[src/rtl/uart_transmit_if.sv]
// Byte-in / serial-out bundle of the buffered UART transmitter.
// The slave side is the transmitter; the master side feeds bytes and watches the line.
interface uart_transmit_if #(
  parameter int FIFO_DEPTH = 4
);
  localparam int CNT_W = $clog2(FIFO_DEPTH) + 1;

  logic [7:0]       data_byte_in;
  logic             valid_in;
  logic             ready_out;
  logic             tx_wire_out;
  logic             busy_out;
  logic [CNT_W-1:0] count_out;

  modport slave (
    input  data_byte_in, valid_in,
    output ready_out, tx_wire_out, busy_out, count_out
  );

  modport master (
    output data_byte_in, valid_in,
    input  ready_out, tx_wire_out, busy_out, count_out
  );
endinterface

[src/rtl/uart_transmit.sv]
// 8N1 UART transmitter fed by a small circular FIFO.
// Frames run back-to-back with no idle gap while bytes are buffered.
module uart_transmit #(
  parameter int INPUT_CLOCK_FREQ = 100_000_000,
  parameter int BAUD_RATE        = 9600,
  parameter int FIFO_DEPTH       = 4
) (
  input  logic           clk_in,
  input  logic           rst_in,
  uart_transmit_if.slave bus
);
  localparam int BIT_PERIOD = INPUT_CLOCK_FREQ / BAUD_RATE;
  localparam int BAUD_W     = (BIT_PERIOD > 1) ? $clog2(BIT_PERIOD) : 1;
  localparam int PTR_W      = $clog2(FIFO_DEPTH);
  localparam int CNT_W      = PTR_W + 1;
  localparam logic [BAUD_W-1:0] BAUD_LAST = BAUD_W'(BIT_PERIOD - 1);
  localparam logic [CNT_W-1:0]  CNT_FULL  = CNT_W'(FIFO_DEPTH);

  typedef enum logic [1:0] {IDLE, START, DATA, STOP} state_e;

  state_e            state_q, state_d;
  logic [BAUD_W-1:0] baud_q, baud_d;
  logic [2:0]        bit_q, bit_d;
  logic [7:0]        shift_q, shift_d;
  logic              tx_q, tx_d;
  logic [PTR_W-1:0]  wr_ptr_q, wr_ptr_d;
  logic [PTR_W-1:0]  rd_ptr_q, rd_ptr_d;
  logic [CNT_W-1:0]  count_q, count_d;
  logic [7:0]        fifo_mem [FIFO_DEPTH];
  logic              push, pop, fifo_empty, bit_done;

  assign fifo_empty      = (count_q == '0);
  assign bus.ready_out   = (count_q != CNT_FULL);
  assign push            = bus.valid_in && bus.ready_out;
  assign bit_done        = (baud_q == BAUD_LAST);
  assign bus.tx_wire_out = tx_q;
  assign bus.busy_out    = (state_q != IDLE) || !fifo_empty;
  assign bus.count_out   = count_q;

  // Storage is not reset; only the pointers and count define what is valid.
  always_ff @(posedge clk_in) begin
    if (push) begin
      fifo_mem[wr_ptr_q] <= bus.data_byte_in;
    end
  end

  always_comb begin
    state_d = state_q;
    baud_d  = baud_q;
    bit_d   = bit_q;
    shift_d = shift_q;
    tx_d    = tx_q;
    pop     = 1'b0;
    if (state_q != IDLE) begin
      baud_d = bit_done ? '0 : baud_q + BAUD_W'(1);
    end
    case (state_q)
      IDLE: begin
        tx_d = 1'b1;
        if (!fifo_empty) begin
          pop     = 1'b1;
          shift_d = fifo_mem[rd_ptr_q];
          bit_d   = '0;
          baud_d  = '0;
          state_d = START;
          tx_d    = 1'b0;
        end
      end
      START: begin
        if (bit_done) begin
          state_d = DATA;
          tx_d    = shift_q[0];
        end
      end
      DATA: begin
        if (bit_done) begin
          if (bit_q == 3'd7) begin
            state_d = STOP;
            tx_d    = 1'b1;
          end else begin
            shift_d = {1'b0, shift_q[7:1]};
            bit_d   = bit_q + 3'd1;
            tx_d    = shift_q[1];
          end
        end
      end
      STOP: begin
        if (bit_done) begin
          bit_d = '0;
          // A waiting byte starts its start bit right after this stop bit.
          if (!fifo_empty) begin
            pop     = 1'b1;
            shift_d = fifo_mem[rd_ptr_q];
            state_d = START;
            tx_d    = 1'b0;
          end else begin
            state_d = IDLE;
            tx_d    = 1'b1;
          end
        end
      end
      default: begin
        state_d = IDLE;
        tx_d    = 1'b1;
      end
    endcase
  end

  always_comb begin
    wr_ptr_d = push ? wr_ptr_q + PTR_W'(1) : wr_ptr_q;
    rd_ptr_d = pop  ? rd_ptr_q + PTR_W'(1) : rd_ptr_q;
    count_d  = count_q;
    if (push && !pop) begin
      count_d = count_q + CNT_W'(1);
    end else if (pop && !push) begin
      count_d = count_q - CNT_W'(1);
    end
  end

  always_ff @(posedge clk_in or posedge rst_in) begin
    if (rst_in) begin
      state_q  <= IDLE;
      baud_q   <= '0;
      bit_q    <= '0;
      shift_q  <= '0;
      tx_q     <= 1'b1;
      wr_ptr_q <= '0;
      rd_ptr_q <= '0;
      count_q  <= '0;
    end else begin
      state_q  <= state_d;
      baud_q   <= baud_d;
      bit_q    <= bit_d;
      shift_q  <= shift_d;
      tx_q     <= tx_d;
      wr_ptr_q <= wr_ptr_d;
      rd_ptr_q <= rd_ptr_d;
      count_q  <= count_d;
    end
  end
endmodule

[src/flat_wrapper.sv]
// flat-port wrapper written by rule: the top's interface ports become plain ports
module uart_transmit_flat 
#(
  parameter int INPUT_CLOCK_FREQ = 100_000_000,
  parameter int BAUD_RATE        = 9600,
  parameter int FIFO_DEPTH       = 4
)
  (clk_in, rst_in, bus_data_byte_in, bus_valid_in, bus_ready_out, bus_tx_wire_out, bus_busy_out, bus_count_out);
  uart_transmit_if #(.FIFO_DEPTH(FIFO_DEPTH)) bus_i ();
  input  logic clk_in;
  input  logic rst_in;
  input wire logic [$bits(bus_i.data_byte_in)-1:0] bus_data_byte_in;
  input wire logic [$bits(bus_i.valid_in)-1:0] bus_valid_in;
  output wire logic [$bits(bus_i.ready_out)-1:0] bus_ready_out;
  output wire logic [$bits(bus_i.tx_wire_out)-1:0] bus_tx_wire_out;
  output wire logic [$bits(bus_i.busy_out)-1:0] bus_busy_out;
  output wire logic [$bits(bus_i.count_out)-1:0] bus_count_out;
  assign bus_i.data_byte_in = bus_data_byte_in;
  assign bus_i.valid_in = bus_valid_in;
  assign bus_ready_out = bus_i.ready_out;
  assign bus_tx_wire_out = bus_i.tx_wire_out;
  assign bus_busy_out = bus_i.busy_out;
  assign bus_count_out = bus_i.count_out;
  uart_transmit #(.INPUT_CLOCK_FREQ(INPUT_CLOCK_FREQ), .BAUD_RATE(BAUD_RATE), .FIFO_DEPTH(FIFO_DEPTH)) u_core (.clk_in(clk_in), .rst_in(rst_in), .bus(bus_i));
endmodule
[config.mk]
export PLATFORM = sky130hd
export DESIGN_NAME = uart_transmit_flat
export DESIGN_NICKNAME = d
export VERILOG_FILES = /design/src/rtl/uart_transmit_if.sv /design/src/rtl/uart_transmit.sv /design/src/flat_wrapper.sv
export SDC_FILE = /design/constraint.sdc
export NUM_CORES = 1
export LEC_CHECK = 0
export ABC_AREA = 1
export ABC_CLOCK_PERIOD_IN_PS = 2730
export CORE_MARGIN = 1.5
export CORE_UTILIZATION = 60
export CTS_CLUSTER_SIZE = 10
export DETAILED_ROUTE_END_ITERATION = 10
export PLACE_DENSITY = 0.8
export SKIP_CTS_REPAIR_TIMING = 1
export SLEW_MARGIN = 20
export SYNTH_ARGS = -nofsm -noshare
export SYNTH_HDL_FRONTEND = slang
export SYNTH_SLANG_ARGS = --single-unit
[constraint.sdc]
create_clock -name clk_in -period 2.73 [get_ports clk_in]
set_clock_uncertainty 0.2 [all_clocks]
set_input_delay 0.546 -clock clk_in [delete_from_list [all_inputs] [get_ports clk_in]]
set_output_delay 0.546 -clock clk_in [all_outputs]
set_load 0.02 [all_outputs]
* After elaboration in Yosys (flattened, before gate mapping)
Memory sizes are Yosys's and may differ from the RTL's.
Cells that the tools add are included.
** Word-level totals
- RAM bits :: 32
- Output and inout port bits :: 6
- Memory bits (read-only) :: 0
- Bits in latches :: 0
- Memories kept :: 1
- Register bits :: 35
- Word-level logic and storage cells :: 77
- Input port bits :: 11
** Memory list
- u_core.fifo_mem :: depth 4, width 8, rd ports 1, clocked after memory_dff 0, wr ports 1, line uart_transmit.sv:29 : logic [7:0] fifo_mem [FIFO_DEPTH];
** Operators by class
- Bitwise gates (word level) :: 0
- $mul :: 0
- Add/sub/neg operators :: 6
- Shifts and indexed selects :: 0
- Reduce and logical (&&, ||, !) cells :: 16
- Multiplexer cells :: 34
- Divide/modulo/power cells :: 0
- Equality and inequality tests :: 12
- Order comparisons :: 0
** Operators with widths (number)
- two-way mux 14 bit :: 4
- two-way mux 8 bit :: 4
- one-hot mux 8 bit (3 select lines) :: 1
- two-way mux 3 bit :: 6
- adder 14 x 1 -> 14 bit, second input constant :: 1
- == test 14 bit, second input constant :: 1
- two-way mux 1 bit :: 10
- two-way mux 2 bit :: 5
- AND reduction 5 bit :: 2
- one-hot mux 3 bit (3 select lines) :: 1
- != test 2 x 1 -> 1 bit, second input constant :: 4
- one-hot mux 2 bit (4 select lines) :: 1
- adder 3 x 1 -> 3 bit, second input constant :: 2
- adder 2 x 1 -> 2 bit, second input constant :: 2
- == test 2 bit, second input constant :: 2
- != test 2 bit, second input constant :: 2
- one-hot mux 1 bit (4 select lines) :: 1
- AND reduction 4 bit :: 1
- nonzero test 2 bit :: 2
- == test 3 bit, second input constant :: 1
- logical AND 1 bit :: 3
- zero test 1 bit :: 3
- zero test 3 bit :: 1
- != test 3 bit, second input constant :: 1
- other kinds (7) :: 7

* Longest topological paths before layout
Gate-level depths: netlist (run 1).
- Word-level depth :: 7
- Mapped depth :: 14
- Mapped depth without buffers :: 14

* Least setup slack after synthesis (run 1)
Ideal clock, no wire load.
- Kind :: register to register
- From :: reg u_core.baud_q[0]
- To :: reg u_core.count_q[1] (netlist: u_core.bus.count_out[1])
- Buffers on the path :: 0
- Arrival :: 2137 ps
- Setup slack :: 268 ps
- Library setup time :: 125 ps
- Cell stages (with the launch flop) :: 13
- Period minus slack after synthesis :: 2462 ps
- Data required time :: 2405 ps
- Cells stage by stage :: dfrtp_1 -> ha_1 -> nand2_1 -> nor2_2 -> nand2_1 -> nor2_2 -> nand2_1 -> nand2_1 -> inv_1 -> ha_1 -> inv_1 -> fa_1 -> mux2_2
** On the way
- Word-level cells in the longest chain between the ends :: 6
- Elaborated cells on any way between the ends :: 8
- Classes of those cells :: 1 x eq/ne; 3 x mux; 4 x reduce/logical
** Ends and longest elaborated chain
- from (decl) :: line uart_transmit.sv:22 : logic [BAUD_W-1:0] baud_q, baud_d;
- from (signal assigned) :: line uart_transmit.sv:132 : baud_q <= baud_d;
- == test 14 bit :: line uart_transmit.sv:35 : assign bit_done = (baud_q == BAUD_LAST);
- two-way mux 1 bit :: line uart_transmit.sv:88 : if (bit_done) begin
- one-hot mux 1 bit (2 select lines) :: line uart_transmit.sv:57 : case (state_q)
- zero test 1 bit :: line uart_transmit.sv:113 : if (push && !pop) begin
- logical AND 1 bit :: line uart_transmit.sv:113
- two-way mux 3 bit :: line uart_transmit.sv:113
- net u_core.count_d[1] :: line uart_transmit.sv:28 : logic [CNT_W-1:0] count_q, count_d;
- to (signal assigned) :: line uart_transmit.sv:138 : count_q <= count_d;
- to (decl) :: line uart_transmit.sv:28
The timed path passes the listed nets, and every way through them passes these cells.
A chain may end at the register's enable or synchronous reset.

* Final worst setup path (run 1)
- From :: reg u_core.state_q[0]
- To :: reg u_core.count_q[1] (netlist: u_core.bus.count_out[1])
** On the way
- Word-level cells in the longest chain between the ends :: 5
- Elaborated cells on any way between the ends :: 8
- Classes of those cells :: 1 x eq/ne; 2 x mux; 5 x reduce/logical
** Ends and longest elaborated chain
- from (decl) :: line uart_transmit.sv:21 : state_e state_q, state_d;
- from (signal assigned) :: line uart_transmit.sv:131 : state_q <= state_d;
- == test 2 bit / zero test 2 bit (equally long branches) :: line uart_transmit.sv:57
- one-hot mux 1 bit (2 select lines) (*) :: line uart_transmit.sv:57
- zero test 1 bit (*) :: line uart_transmit.sv:113
- logical AND 1 bit (*) :: line uart_transmit.sv:113
- two-way mux 3 bit (*) :: line uart_transmit.sv:113
- net u_core.count_d[1] :: line uart_transmit.sv:28
The timed path passes the listed nets; every way through them passes the cells marked *.

==> results.toml, run 1 <==
[run_status]
outcome = "complete, no violations"

[sta]
rsz0062_at_grt = "false"
worst_slew_pin_slew_ns = 0.483
setup_ws_ns = 0.197
fin_setup_tns_ns = 0
slew_headroom_pct = 67.8
max_freq_mhz = 395
fin_crit_sh_pct = 92.8
fin_crit_ns = 2.53
setup_viol = 0
final_hold_viol_count = 0
report.final.slew_viol_count = 0

[power_and_ir_drop]
p_sw_share_pct = 27.3
p_int_mw = 1.91
p_per_area_nw_per_um2 = 664
leakagePower_nw = 1.78
fin_total_pwr_mw = 2.62
netSwitchingPower_mw = 0.716
p_seq_share_pct = 48.3
ir_drop_uv = 672
clockPowerShare_pct = 34.4
p_comb_share_pct = 17.3

[logic_synthesis]
synth.area.top_cells = "edfxtp_1, dfrtp_1, nand2_1, nand3_1, ha_1"
synthDistinctLibCells = 32
synth_nets = 416
ys_seq_area_share_pct = 53.8
avgSynthCellArea_um2 = 8.71
ys_async_sr_fraction_pct = 52.2
ys.flop_type = "dfrtp_1"
synth_edf_count = 32
synth-seq-cells = 67
synth_top_cell_area_share_pct = 28.2
netlist_area_um2 = 3410
synth_cells = 392
yosysTopAreaCell = "edfxtp_1"
synth_warnings = 0

[critical_path]
cp-start-kind = "register"
crit_type = "reg2reg"
end_kind = "register"
crit_fanout = 6
cp.arrival_ns = 2.57
crit_required_ns = 2.76

[drt]
drt-pass1-iter-count = 5
vias_per_cell = 5.55
wl_um = 7480
final_antenna_net_count = 0
vias = 2777
drc = 0
drt_iter0_markers = 339
wl_per_cell_um = 15.0

[grt]
grt_max_degree = 36
grt_pass1_wl_um = 12500
grt_pass1_vias = 2643
grt_antenna_before_repair = 0
grt_overflow_total = 0
grt_use_total_pct = 27.0

[layout]
fin_area_um2 = 3950
nFillCells = 411
antenna_cells = 0
areaGrowthSynthToFinish_pct = 15.8
nets = 447
drive_gt1_share_pct = 10.7

[floorplanning]
design.core.area_um2 = 5510
start_util_pct = 62.0
num_rows = 27
die_h_um = 78.4
fp.dieW_um = 78.4
dieArea_um2 = 6150
io_pins = 17

[clock_tree]
cts_buffers = 9
clock-sinks = 67
insertion_delay_ns = 0.34
htree_levels = 3
cts.clk_slew.worst_paths_ns = 0.07
root_buffer = "clkbuf_8"
cts_tree = "built"
clockBufferDepth = 2

[placed_design]
placed_area_um2 = 3700
pre_cts_slack_ns = 0.137
port-buffer-count = 16
dp_hpwl_um = 5160
place_congestion = 0.995

[hold_path]
hold_class = "reg2reg"

[job]
drv_cap = 0
cell families after synthesis:
kind of cell | share of synthesized area, %
compound gates | 4.14
xor+xnor | 2.31
fa+ha+maj | 4.99
buf+inv | 5.61
flops | 53.8
mux | 0.330
simple gates | 28.8
cells in the final DEF, fill, tap and decap left out, drive strengths merged:
cell | Yosys | routed
dfrtp | 34 | 34
clkbuf | 0 | 10
inv | 36 | 36
dlymetal6s2s | 0 | 1
xor2 | 7 | 7
o21ai | 11 | 11
bufinv | 0 | 2
or2 | 2 | 2
a21oi | 5 | 5
clkdlybuf4s50 | 0 | 15
mux2 | 1 | 1
dfstp | 1 | 1
buf | 9 | 13
nand2 | 144 | 144
clkinv | 1 | 4
o211ai | 1 | 1
xnor2 | 2 | 2
nand4 | 6 | 6
ha | 12 | 12
o22ai | 4 | 4
nor2 | 31 | 31
edfxtp | 32 | 32
fa | 1 | 1
o21bai | 3 | 3
clkinvlp | 0 | 1
a31oi | 1 | 1
nand3 | 48 | 48
metal layers:
layer  vias up  GRT usage [%]  share of wire, %
met3        11           7.56               6.4
met1      1308           35.3                43
met4         0           10.9               1.5
met5         -              0                 0
met2       117           42.7                49
li1       1341              -                 -
sequential cells by signal (all words and copies together) (netlist names):
register / flops
u_core.wr_ptr_q: 2
u_core.baud_q: 14
u_core.bus.count_out: 3
u_core.rd_ptr_q: 2
u_core.bus.tx_wire_out: 1
u_core.fifo_mem: 32
u_core.state_q: 2
u_core.bit_q: 3
u_core.shift_q: 8
cells in the mapped netlist (4+ instances only):
cell type,n
o21ai_0,11
buf_2,6
edfxtp_1,32
nand3_1,47
nand2_1,141
xor2_1,7
o22ai_1,4
inv_1,34
ha_1,12
nor2_1,27
a21oi_1,5
dfrtp_1,34
nand4_1,6
area by class of cell:
type	count	area, µm²	share of cell area (%)
inverter	37	139	3.51
sequential	67	1840	46.6
timing repair buffer	29	260	6.59
multi-input combinational	279	1400	35.5
clock inverter	6	90.1	2.28
tap	72	90.1	2.28
clock buffer	10	128	3.23
power by group through the flow:
stage,clock (mW),combinational [mW],sequential (mW)
final,0.903,0.454,1.27
after global routing,0.960,0.514,1.28
after CTS,0.913,0.457,1.26
after detailed placement,0,0.452,1.28
after global placement,0,0.431,1.28
after floorplan,0,0.238,1.30
critical path: stages, from the launching register on:
cell and delay [ns]:
dfrtp_2 0.45, inv_1 0.14, ha_4 0.23, nor2_1 0.15
nand2_1 0.10, nand2_1 0.11, inv_1 0.05, ha_1 0.19
inv_1 0.11, fa_1 0.42, mux2_2 0.26
through the flow:
| step | instances | util [%] | hold slack (ns) |
|---|---|---|---|
| after floorplan | 392 | - | 0.242 |
| after global placement | 483 | 67.2 | 0.255 |
| after detailed placement | 483 | 67.2 | 0.267 |
| after CTS | 499 | 71.2 | 0.285 |
| after global routing | 500 | 71.8 | 0.304 |
| final | 500 | 71.8 | 0.279 |
final timing paths:
kind,slack [ns],startpoint,cells past startpoint,end
min reg2reg,0.28,u_core.shift_q[4],2,u_core.shift_q[4]
min in group asynchronous,0.41,rst_in,3,u_core.bit_q[0]
min,0.28,u_core.shift_q[4],2,u_core.shift_q[4]
max in group asynchronous,1.58,rst_in,3,u_core.bus.tx_wire_out
max reg2reg,0.20,u_core.state_q[0],10,u_core.bus.count_out[1]
max,0.20,u_core.state_q[0],10,u_core.bus.count_out[1]
(Power assumes the default switching activity.)
==> run 2, diff against run 1 <==
--- a/config.mk
+++ b/config.mk
@@ -7,7 +7,7 @@
 export LEC_CHECK = 0
 export ABC_AREA = 1
 export ABC_CLOCK_PERIOD_IN_PS = 2730
-export CORE_MARGIN = 1.5
+export CORE_MARGIN = 5
 export CORE_UTILIZATION = 60
 export CTS_CLUSTER_SIZE = 10
 export DETAILED_ROUTE_END_ITERATION = 10
==> results.toml, run 2 (synthesis gave the netlist of run 1 again) <==
[grt]
grt_overflow_total = 0
met1_usage_pct = 28.5
grt_antenna_before_repair = 0
grt_use_total_pct = 21.7
grt_pass1_wl_um = 12400
grt_pass1_vias = 2656
grt_max_degree = 36
grt.busiest_layer = "met2"
grt_use_met2_pct = 35.5
gr-usage-met3_pct = 3.69

[layout]
largest_reg_flops = 32
final_cell_mix = "nand2_1, nand3_1, inv_1, dfrtp_1, edfxtp_1"
layout_commonest_cell = "nand2_1"
fin_area_um2 = 3910
nets = 447
drive_gt1_share_pct = 9.58
regMostFlops = "u_core.fifo_mem"
ff_latch_area_um2 = 1840
multi_input_area_um2 = 1390
antenna_cells = 0
instances_no_fill = 500
reg.largest.list = "u_core.fifo_mem (32), u_core.baud_q (14), u_core.shift_q (8)"
areaGrowthSynthToFinish_pct = 14.6
nFillCells = 419

[critical_path]
r2r_end = "u_core.bus.count_out[1]"
crit_fanout = 6
critPathBufInv = 3
cp-start-kind = "register"
cp.arrival_ns = 2.63
crit-reg2reg-launch = "u_core.state_q[0]"
path_delay_family = "adder cells"
critPathMaxStageDelay_ns = 0.43
crit_top_cell = "inv_1"
crit_required_ns = 2.76
r2r_cells = 10
cp-startpoint = "u_core.state_q[0]"
end_kind = "register"
r2r_slack_ns = 0.13
crit_type = "reg2reg"
crit_chain = "inv_1 -> ha_1 -> nor2_1 -> nand2_1 -> nand2_1 -> inv_1 -> ha_1 -> inv_1 -> fa_1 -> mux2_2"
cpMaxStageDelayCell = "fa_1"

[hold_path]
hold_class = "reg2reg"
min_to = "u_core.shift_q[4]"
hp-start = "u_core.shift_q[4]"
hold_path_depth = 2

[floorplanning]
design.core.area_um2 = 5510
start_util_pct = 62.0
dieArea_um2 = 7300
fp.dieW_um = 85.4
die_h_um = 85.4
num_rows = 27
io_pins = 17

[run_status]
outcome = "complete, no violations"

[clock_tree]
clockBufferDepth = 2
htree_levels = 3
cts_buffers = 9
insertion_delay_ns = 0.34
cts_tree = "built"
cts.clk_slew.worst_paths_ns = 0.07
clock-sinks = 67
root_buffer = "clkbuf_8"

[placed_design]
placed_area_um2 = 3710
dp_cells = 484
port-buffer-count = 16
dp_hpwl_um = 4850
place_congestion = 0.970

[power_and_ir_drop]
p_per_area_nw_per_um2 = 651
netSwitchingPower_mw = 0.725
leakagePower_nw = 1.76
p_comb_share_pct = 18.1
fin_total_pwr_mw = 2.55
ir_drop_uv = 700
clockPowerShare_pct = 32.3
p_int_mw = 1.82
p_sw_share_pct = 28.5
p_seq_share_pct = 49.6

[sta]
whs_ns = 0.278
report.final.slew_viol_count = 0
final_hold_viol_count = 0
max_freq_mhz = 384
setup_viol = 0
worst_slew_pin_slew_ns = 0.539
fin_crit_ns = 2.60
slew_headroom_pct = 64.1
fin_crit_sh_pct = 95.3
rsz0062_at_grt = "false"

[drt]
drt-pass1-iter-count = 5
vias = 2715
drt_iter0_markers = 335
drc = 0
final_antenna_net_count = 0
wl_um = 7270
wl_per_cell_um = 14.5
vias_per_cell = 5.43

[job]
drv_cap = 0
[run 2: cell count changes in the layout (fill, tap and decap cells not counted), sizes merged]
cell / change
clkbuf: +1
clkinvlp: +1
bufinv: -1
clkinv: -2
inv: +1
[run 2: area by class of cell]
type                    instances  area share (%)
inverters                      37            3.55
flip-flops and latches         67            47.0
multi-input cells             279            35.5
clock buffers                  11            3.36
well taps                      72            2.30
clock inverters                 5            1.60
repair buffers                 29            6.65
[run 2: worst max path at each step]
stage               cells past startpoint                 endpoint  slack [ns]
floorplan                              12  u_core.bus.count_out[1]        0.27
global placement                       10  u_core.bus.count_out[1]        0.26
detailed placement                     10  u_core.bus.count_out[1]        0.16
CTS                                     4             bus_busy_out       -0.01
global route                           10  u_core.bus.count_out[1]        0.02
finish                                 10  u_core.bus.count_out[1]        0.13
[run 2: per-stage QoR]
stage / TNS (ns) / setup slack, ns / utilization (%)
2_1_floorplan: 0 / 0.268 / -
3_3_place_gp: 0 / 0.261 / 67.3
3_5_place_dp: 0 / 0.156 / 67.3
4_1_cts: -0.0116 / -0.0116 / 70.9
5_1_grt: 0 / 0.0166 / 71.0
6_report: 0 / 0.129 / 71.0
[run 2: power groups by stage]
stage / logic [mW] / registers, mW / clock network [mW]
finish: 0.460 / 1.26 / 0.823
global route: 0.508 / 1.28 / 0.873
CTS: 0.471 / 1.26 / 0.824
detailed placement: 0.454 / 1.28 / 0
global placement: 0.430 / 1.28 / 0
floorplan: 0.238 / 1.30 / 0
[run 2: metal layers]
layer  share of wire (%)  vias to the layer above
met4                 1.6                        0
met2                  49                       78
li1                    -                     1336
met1                  45                     1290
met5                   0                        -
met3                 4.5                       11
[run 2: tightest hold or removal path, stage by stage (launching register included)]
cell and delay, ns:
dfrtp_1 0.35, nand2_1 0.05, nand2_1 0.05
